==> config.mk <==
export PLATFORM = sky130hd
export DESIGN_NAME = attack_controller
export DESIGN_NICKNAME = d
export VERILOG_FILES = /design/src/rtl/attack_controller.sv
export SDC_FILE = /design/constraint.sdc
export NUM_CORES = 1
export LEC_CHECK = 0
export ABC_AREA = 1
export CAP_MARGIN = 20
export CORE_ASPECT_RATIO = 1.4
export CORE_UTILIZATION = 45
export DETAILED_ROUTE_END_ITERATION = 8
export PLACE_DENSITY = 0.73
export SETUP_SLACK_MARGIN = 0.3
export SLEW_MARGIN = 0
export SYNTH_ARGS = -nofsm -noshare
export SYNTH_HDL_FRONTEND = slang
export SYNTH_SLANG_ARGS = --single-unit
export TNS_END_PERCENT = 20
==> constraint.sdc <==
create_clock -name clk -period 1.4 [get_ports clk]
set_input_delay 0.21 -clock clk [delete_from_list [all_inputs] [get_ports clk]]
set_output_delay 0.21 -clock clk [all_outputs]
set_load 0.02 [all_outputs]
==> src/rtl/attack_controller.sv <==
// Attack state machine: wind-up/active/recover phases on game ticks,
// one hit per attack, one-deep press queue during recovery.
//
// Ports:
//   clk          system clock (single domain)
//   reset        asynchronous active-low reset
//   tick         one-cycle game-tick enable
//   btn_light    light-attack button level
//   btn_heavy    heavy-attack button level
//   in_hitrange  opponent inside hit range
//   freeze       round over, attacks disabled
//   attack_state 000 idle, 001 light wind-up, 010 light active,
//                011 heavy wind-up, 100 heavy active, 101 recover
//   busy         high whenever attack_state != 000
//   hit_valid    one-cycle landed-hit strobe
//   hit_damage   damage qualified by hit_valid, 0 otherwise
//   hit_count    landed hits since reset, saturating at 255
module attack_controller #(
    parameter int         LIGHT_WINDUP  = 1,
    parameter int         LIGHT_ACTIVE  = 2,
    parameter int         LIGHT_RECOVER = 2,
    parameter int         HEAVY_WINDUP  = 3,
    parameter int         HEAVY_ACTIVE  = 2,
    parameter int         HEAVY_RECOVER = 4,
    parameter logic [3:0] LIGHT_DMG     = 4'd2,
    parameter logic [3:0] HEAVY_DMG     = 4'd5
) (
    input  logic       clk,
    input  logic       reset,
    input  logic       tick,
    input  logic       btn_light,
    input  logic       btn_heavy,
    input  logic       in_hitrange,
    input  logic       freeze,
    output logic [2:0] attack_state,
    output logic       busy,
    output logic       hit_valid,
    output logic [3:0] hit_damage,
    output logic [7:0] hit_count
);

    typedef enum logic [2:0] {
        S_IDLE  = 3'b000,
        S_LWIND = 3'b001,
        S_LACT  = 3'b010,
        S_HWIND = 3'b011,
        S_HACT  = 3'b100,
        S_REC   = 3'b101
    } state_t;

    // Phase counter is loaded with (length - 1) and counts down;
    // the phase ends on the tick that finds it at zero.
    localparam logic [3:0] LW_LD = 4'(LIGHT_WINDUP - 1);
    localparam logic [3:0] LA_LD = 4'(LIGHT_ACTIVE - 1);
    localparam logic [3:0] LR_LD = 4'(LIGHT_RECOVER - 1);
    localparam logic [3:0] HW_LD = 4'(HEAVY_WINDUP - 1);
    localparam logic [3:0] HA_LD = 4'(HEAVY_ACTIVE - 1);
    localparam logic [3:0] HR_LD = 4'(HEAVY_RECOVER - 1);

    state_t     state_q, state_d;
    logic [3:0] cnt_q, cnt_d;
    logic       q_valid_q, q_valid_d;
    logic       q_heavy_q, q_heavy_d;
    logic       hit_done_q, hit_done_d;
    logic       prev_light_q, prev_heavy_q;

    logic       press_l, press_h;
    logic       rq_valid, rq_heavy;
    logic       hit_fire;
    logic [3:0] hit_dmg;

    assign press_l = btn_light & ~prev_light_q;
    assign press_h = btn_heavy & ~prev_heavy_q;

    // Queue contents including this tick's press: heavy replaces
    // anything, light never replaces a queued heavy.
    assign rq_heavy = press_h | (q_valid_q & q_heavy_q);
    assign rq_valid = press_h | press_l | q_valid_q;

    assign hit_fire = tick & ~freeze & in_hitrange & ~hit_done_q &
                      ((state_q == S_LACT) | (state_q == S_HACT));
    assign hit_dmg  = (state_q == S_HACT) ? HEAVY_DMG : LIGHT_DMG;

    always_comb begin
        state_d    = state_q;
        cnt_d      = cnt_q;
        q_valid_d  = q_valid_q;
        q_heavy_d  = q_heavy_q;
        hit_done_d = hit_done_q | hit_fire;
        if (tick) begin
            if (freeze) begin
                state_d    = S_IDLE;
                cnt_d      = 4'd0;
                q_valid_d  = 1'b0;
                q_heavy_d  = 1'b0;
                hit_done_d = 1'b0;
            end else begin
                unique case (state_q)
                    S_IDLE: begin
                        if (press_h) begin
                            state_d    = S_HWIND;
                            cnt_d      = HW_LD;
                            hit_done_d = 1'b0;
                        end else if (press_l) begin
                            state_d    = S_LWIND;
                            cnt_d      = LW_LD;
                            hit_done_d = 1'b0;
                        end
                    end
                    S_LWIND: begin
                        if (cnt_q == 4'd0) begin
                            state_d = S_LACT;
                            cnt_d   = LA_LD;
                        end else begin
                            cnt_d = cnt_q - 4'd1;
                        end
                    end
                    S_LACT: begin
                        if (cnt_q == 4'd0) begin
                            state_d = S_REC;
                            cnt_d   = LR_LD;
                        end else begin
                            cnt_d = cnt_q - 4'd1;
                        end
                    end
                    S_HWIND: begin
                        if (cnt_q == 4'd0) begin
                            state_d = S_HACT;
                            cnt_d   = HA_LD;
                        end else begin
                            cnt_d = cnt_q - 4'd1;
                        end
                    end
                    S_HACT: begin
                        if (cnt_q == 4'd0) begin
                            state_d = S_REC;
                            cnt_d   = HR_LD;
                        end else begin
                            cnt_d = cnt_q - 4'd1;
                        end
                    end
                    S_REC: begin
                        if (cnt_q != 4'd0) begin
                            cnt_d     = cnt_q - 4'd1;
                            q_valid_d = rq_valid;
                            q_heavy_d = rq_heavy;
                        end else if (rq_valid) begin
                            // chain straight into the queued attack
                            state_d    = rq_heavy ? S_HWIND : S_LWIND;
                            cnt_d      = rq_heavy ? HW_LD : LW_LD;
                            q_valid_d  = 1'b0;
                            q_heavy_d  = 1'b0;
                            hit_done_d = 1'b0;
                        end else begin
                            state_d = S_IDLE;
                            cnt_d   = 4'd0;
                        end
                    end
                    default: begin
                        state_d = S_IDLE;
                        cnt_d   = 4'd0;
                    end
                endcase
            end
        end
    end

    always_ff @(posedge clk or negedge reset) begin
        if (!reset) begin
            state_q      <= S_IDLE;
            cnt_q        <= 4'd0;
            q_valid_q    <= 1'b0;
            q_heavy_q    <= 1'b0;
            hit_done_q   <= 1'b0;
            // held buttons must not register as presses after reset
            prev_light_q <= 1'b1;
            prev_heavy_q <= 1'b1;
            busy         <= 1'b0;
            hit_valid    <= 1'b0;
            hit_damage   <= 4'd0;
            hit_count    <= 8'd0;
        end else begin
            state_q    <= state_d;
            cnt_q      <= cnt_d;
            q_valid_q  <= q_valid_d;
            q_heavy_q  <= q_heavy_d;
            hit_done_q <= hit_done_d;
            busy       <= (state_d != S_IDLE);
            hit_valid  <= hit_fire;
            hit_damage <= hit_fire ? hit_dmg : 4'd0;
            if (hit_fire && hit_count != 8'hff)
                hit_count <= hit_count + 8'd1;
            if (tick) begin
                prev_light_q <= btn_light;
                prev_heavy_q <= btn_heavy;
            end
        end
    end

    assign attack_state = state_q;

endmodule
==> run summary <==
GRT Overall Usage -> 24.4%
Routed wire per std cell -> 14.0 um
Grt total ovfl -> 0
Crit Path Max Fanout -> 7
Die area -> 0.00330 sq mm
Diode count -> 0
Post-synthesis register bit count -> 24
TritonCTS clock tree -> done
WHS -> 0.307 ns
Reg2Reg Depth -> 11
Area delta synth->final -> 57.8%
Final Hold Vio Count -> 0
Synth Area per Inst -> 8.21 sq um
CTS buffer count -> 3
Number of routed nets with antenna violations -> 0
Cell count after placement -> 259
R2R Path Start -> cnt_q[1]$_DFFE_PN0P_
Max Clock Freq -> 677 MHz
Die width -> 48.8 um
Status -> finished, violations left
Worst Setup EP -> busy$_DFF_PN0_
H-Tree Depth -> 1
Clock slew at reported path FFs -> 0.09 ns
Clock Skew -> 0.00626 ns
First-pass GRT wire length -> 6.17 mm
Register area -> 612 sq um
DIE HEIGHT -> 67.5 um
PwrDens -> 1890 mW/mm^2
Min Clock Period, post-route -> 1.48 ns
Worst EP arrival -> 1.62 ns
Max-slew violations -> 0
Initial DRC Count -> 41
Residual DRC -> 0
Vias per inst -> 5.05
VDD IR max -> 0.00118 V
Commonest non-fill, non-tap cell in the layout -> nand2_1
M3 GR Usage -> 2.25%
Failing checks -> negative setup slack
Met2 usage -> 50.3%
Register area share after synthesis -> 43.7%
Initial Util -> 48.0%
Area of the multi-input gates -> 842 sq um
Fin nets -> 247
CP Launch Type -> flip-flop
Number of top-level pins -> 24
Crit path from -> cnt_q[1]$_DFFE_PN0P_
Commonest non-fill, non-tap cells in the layout -> nand2_1, buf_4, dfrtp_1, inv_2
Fraction of layout instances using a drive strength above 1 -> 51.1%
Crit Path Category -> reg2reg
Gpl congestion -> 0.923
Final cell count without fillers -> 274
FF-to-FF setup slack -> -0.08 ns
RSZ-0062 raised after global routing -> true
Final Power -> 4.12 mW
Ys Warns -> 0
Clock Path Buffers -> 2
Site Rows -> 23
Syn Inst Count -> 168
Pin count of the biggest net entering global routing -> 25
DP Wirelength -> 2.83 mm
Final setup violation count -> 7
Hold Crit Class -> in2async
CTS root buffer -> clkbuf_8
Period utilization -> 105%
Number of global-route vias before repair -> 1440
1st-pass router iterations -> 4
Routed Wire Length -> 3.84 mm
Fill count -> 223
Worst skew pair latency -> 0.26 ns
CP endpoint kind -> flip-flop
Synthesized cell area -> 0.00138 sq mm
Reg-to-reg critical path endpoint -> busy$_DFF_PN0_
Clk sinks -> 24
Routed vias -> 1385
Leakage -> 1.14 nW
# port buffers -> 22
Syn_nets -> 177
Final Util -> 75.7%
Max capacitance violation total -> 0
Synth cell types -> 35
Antenna violations before repair -> 0
Met1 Resource Use GR -> 25.2%
Most used routing layer -> met2
CP required -> 1.54 ns
# hold bufs at CTS -> 0
Setup ws final -> -0.0765 ns
Core outline area -> 0.00288 sq mm
how the worst min path moves through the flow:
stage,endpoint,depth (start not counted),start
after floorplan,attack_state[0]$_DFF_PN0_,0,reset
after global placement,q_heavy_q$_DFFE_PN0P_,2,q_heavy_q$_DFFE_PN0P_
after detailed placement,q_heavy_q$_DFFE_PN0P_,2,q_heavy_q$_DFFE_PN0P_
after CTS,q_heavy_q$_DFFE_PN0P_,2,reset
after global routing,q_heavy_q$_DFFE_PN0P_,2,reset
final,q_heavy_q$_DFFE_PN0P_,2,reset
state kept, by name, indices dropped and copies added, names as in the netlist, 2 cells and up:
register / count
hit_count: 8
cnt_q: 4
attack_state: 3
hit_damage: 2
per-stage QoR:
stage               area, sq um  setup slack, ns  setup TNS, ns
global placement           1930           -0.225          -2.91
CTS                        2120          -0.0648         -0.172
global route               2180           -0.205          -1.34
detailed placement         1930           -0.261          -3.47
finish                     2180          -0.0765         -0.152
floorplan                  1430          -0.0582        -0.0910
logic make-up (layout without fill, tap and decap cells):
family / after synthesis / after routing / synth area share [%]
other cells: 1 / 1 / 0.272
buf+inv: 20 / 89 / 6.71
fa+ha+maj: 2 / 2 / 1.81
xor+xnor: 8 / 8 / 5.62
compound gates: 21 / 21 / 9.25
flops: 24 / 24 / 43.7
simple gates: 92 / 92 / 32.6
worst max-delay path, stage by stage (launching register included):
cell and delay, ns:
dfrtp_1 0.40, inv_2 0.08, ha_4 0.17, nand2_8 0.08, o21ai_4 0.15, nand2_1 0.07, nand2_1 0.06, nand2_1 0.06
nand2_1 0.07, nand2_1 0.07, nor2_1 0.09, nand2_1 0.08
where the power goes:
group	internal, mW	switching [mW]
Sequential	0.867	0.175
Combinational	1.16	1.31
Clock	0.382	0.217
per-layer routing:
| layer | routed length, um | up-vias |
|---|---|---|
| li1 | - | 678 |
| met1 | 1480 | 659 |
| met2 | 2100 | 37 |
| met3 | 149 | 11 |
| met4 | 109 | 0 |
| met5 | 0 | - |
layout make-up:
class,count,share of cell area (%)
Clock inverter,1,1.38
Clock buffer,3,1.90
Tap cell,37,2.13
Sequential cell,24,28.1
Inverter,17,3.04
Timing Repair Buffer,68,24.8
Multi-Input combinational cell,124,38.7
synth_stat cells:
master | n | area share [%]
a21oi_1 | 3 | 1.1
a21oi_4 | 1 | 1.2
buf_4 | 2 | 1.1
buf_6 | 1 | 0.82
conb_1 | 1 | 0.27
dfrtp_1 | 22 | 40
dfstp_2 | 2 | 3.8
ha_1 | 2 | 1.8
inv_1 | 12 | 3.3
inv_2 | 4 | 1.1
inv_4 | 1 | 0.45
nand2_1 | 50 | 14
nand2_2 | 2 | 0.91
nand2_4 | 1 | 0.82
nand3_1 | 10 | 3.6
nand3_2 | 1 | 0.73
nand3b_1 | 1 | 0.54
nand3b_2 | 1 | 0.82
nand3b_4 | 1 | 1.5
nand4_1 | 3 | 1.4
nor2_1 | 15 | 4.1
nor2_2 | 1 | 0.45
nor2_4 | 2 | 1.6
nor2_8 | 1 | 1.5
nor3_1 | 2 | 0.73
nor4_1 | 1 | 0.45
o2111ai_1 | 1 | 0.63
o211ai_1 | 1 | 0.54
o21a_1 | 1 | 0.54
o21ai_0 | 3 | 1.1
o21ai_1 | 10 | 3.6
o31ai_1 | 1 | 0.54
xnor2_1 | 2 | 1.3
xnor2_2 | 1 | 1.2
xor2_1 | 5 | 3.2
repair_timing:
item	4_1_cts	5_1_grt
setup endpoints to repair	36	32
gates resized for setup	84	23
pin swaps	12	13
buffers inserted	7	4
Note: power is estimated with default switching activity, not from simulation.
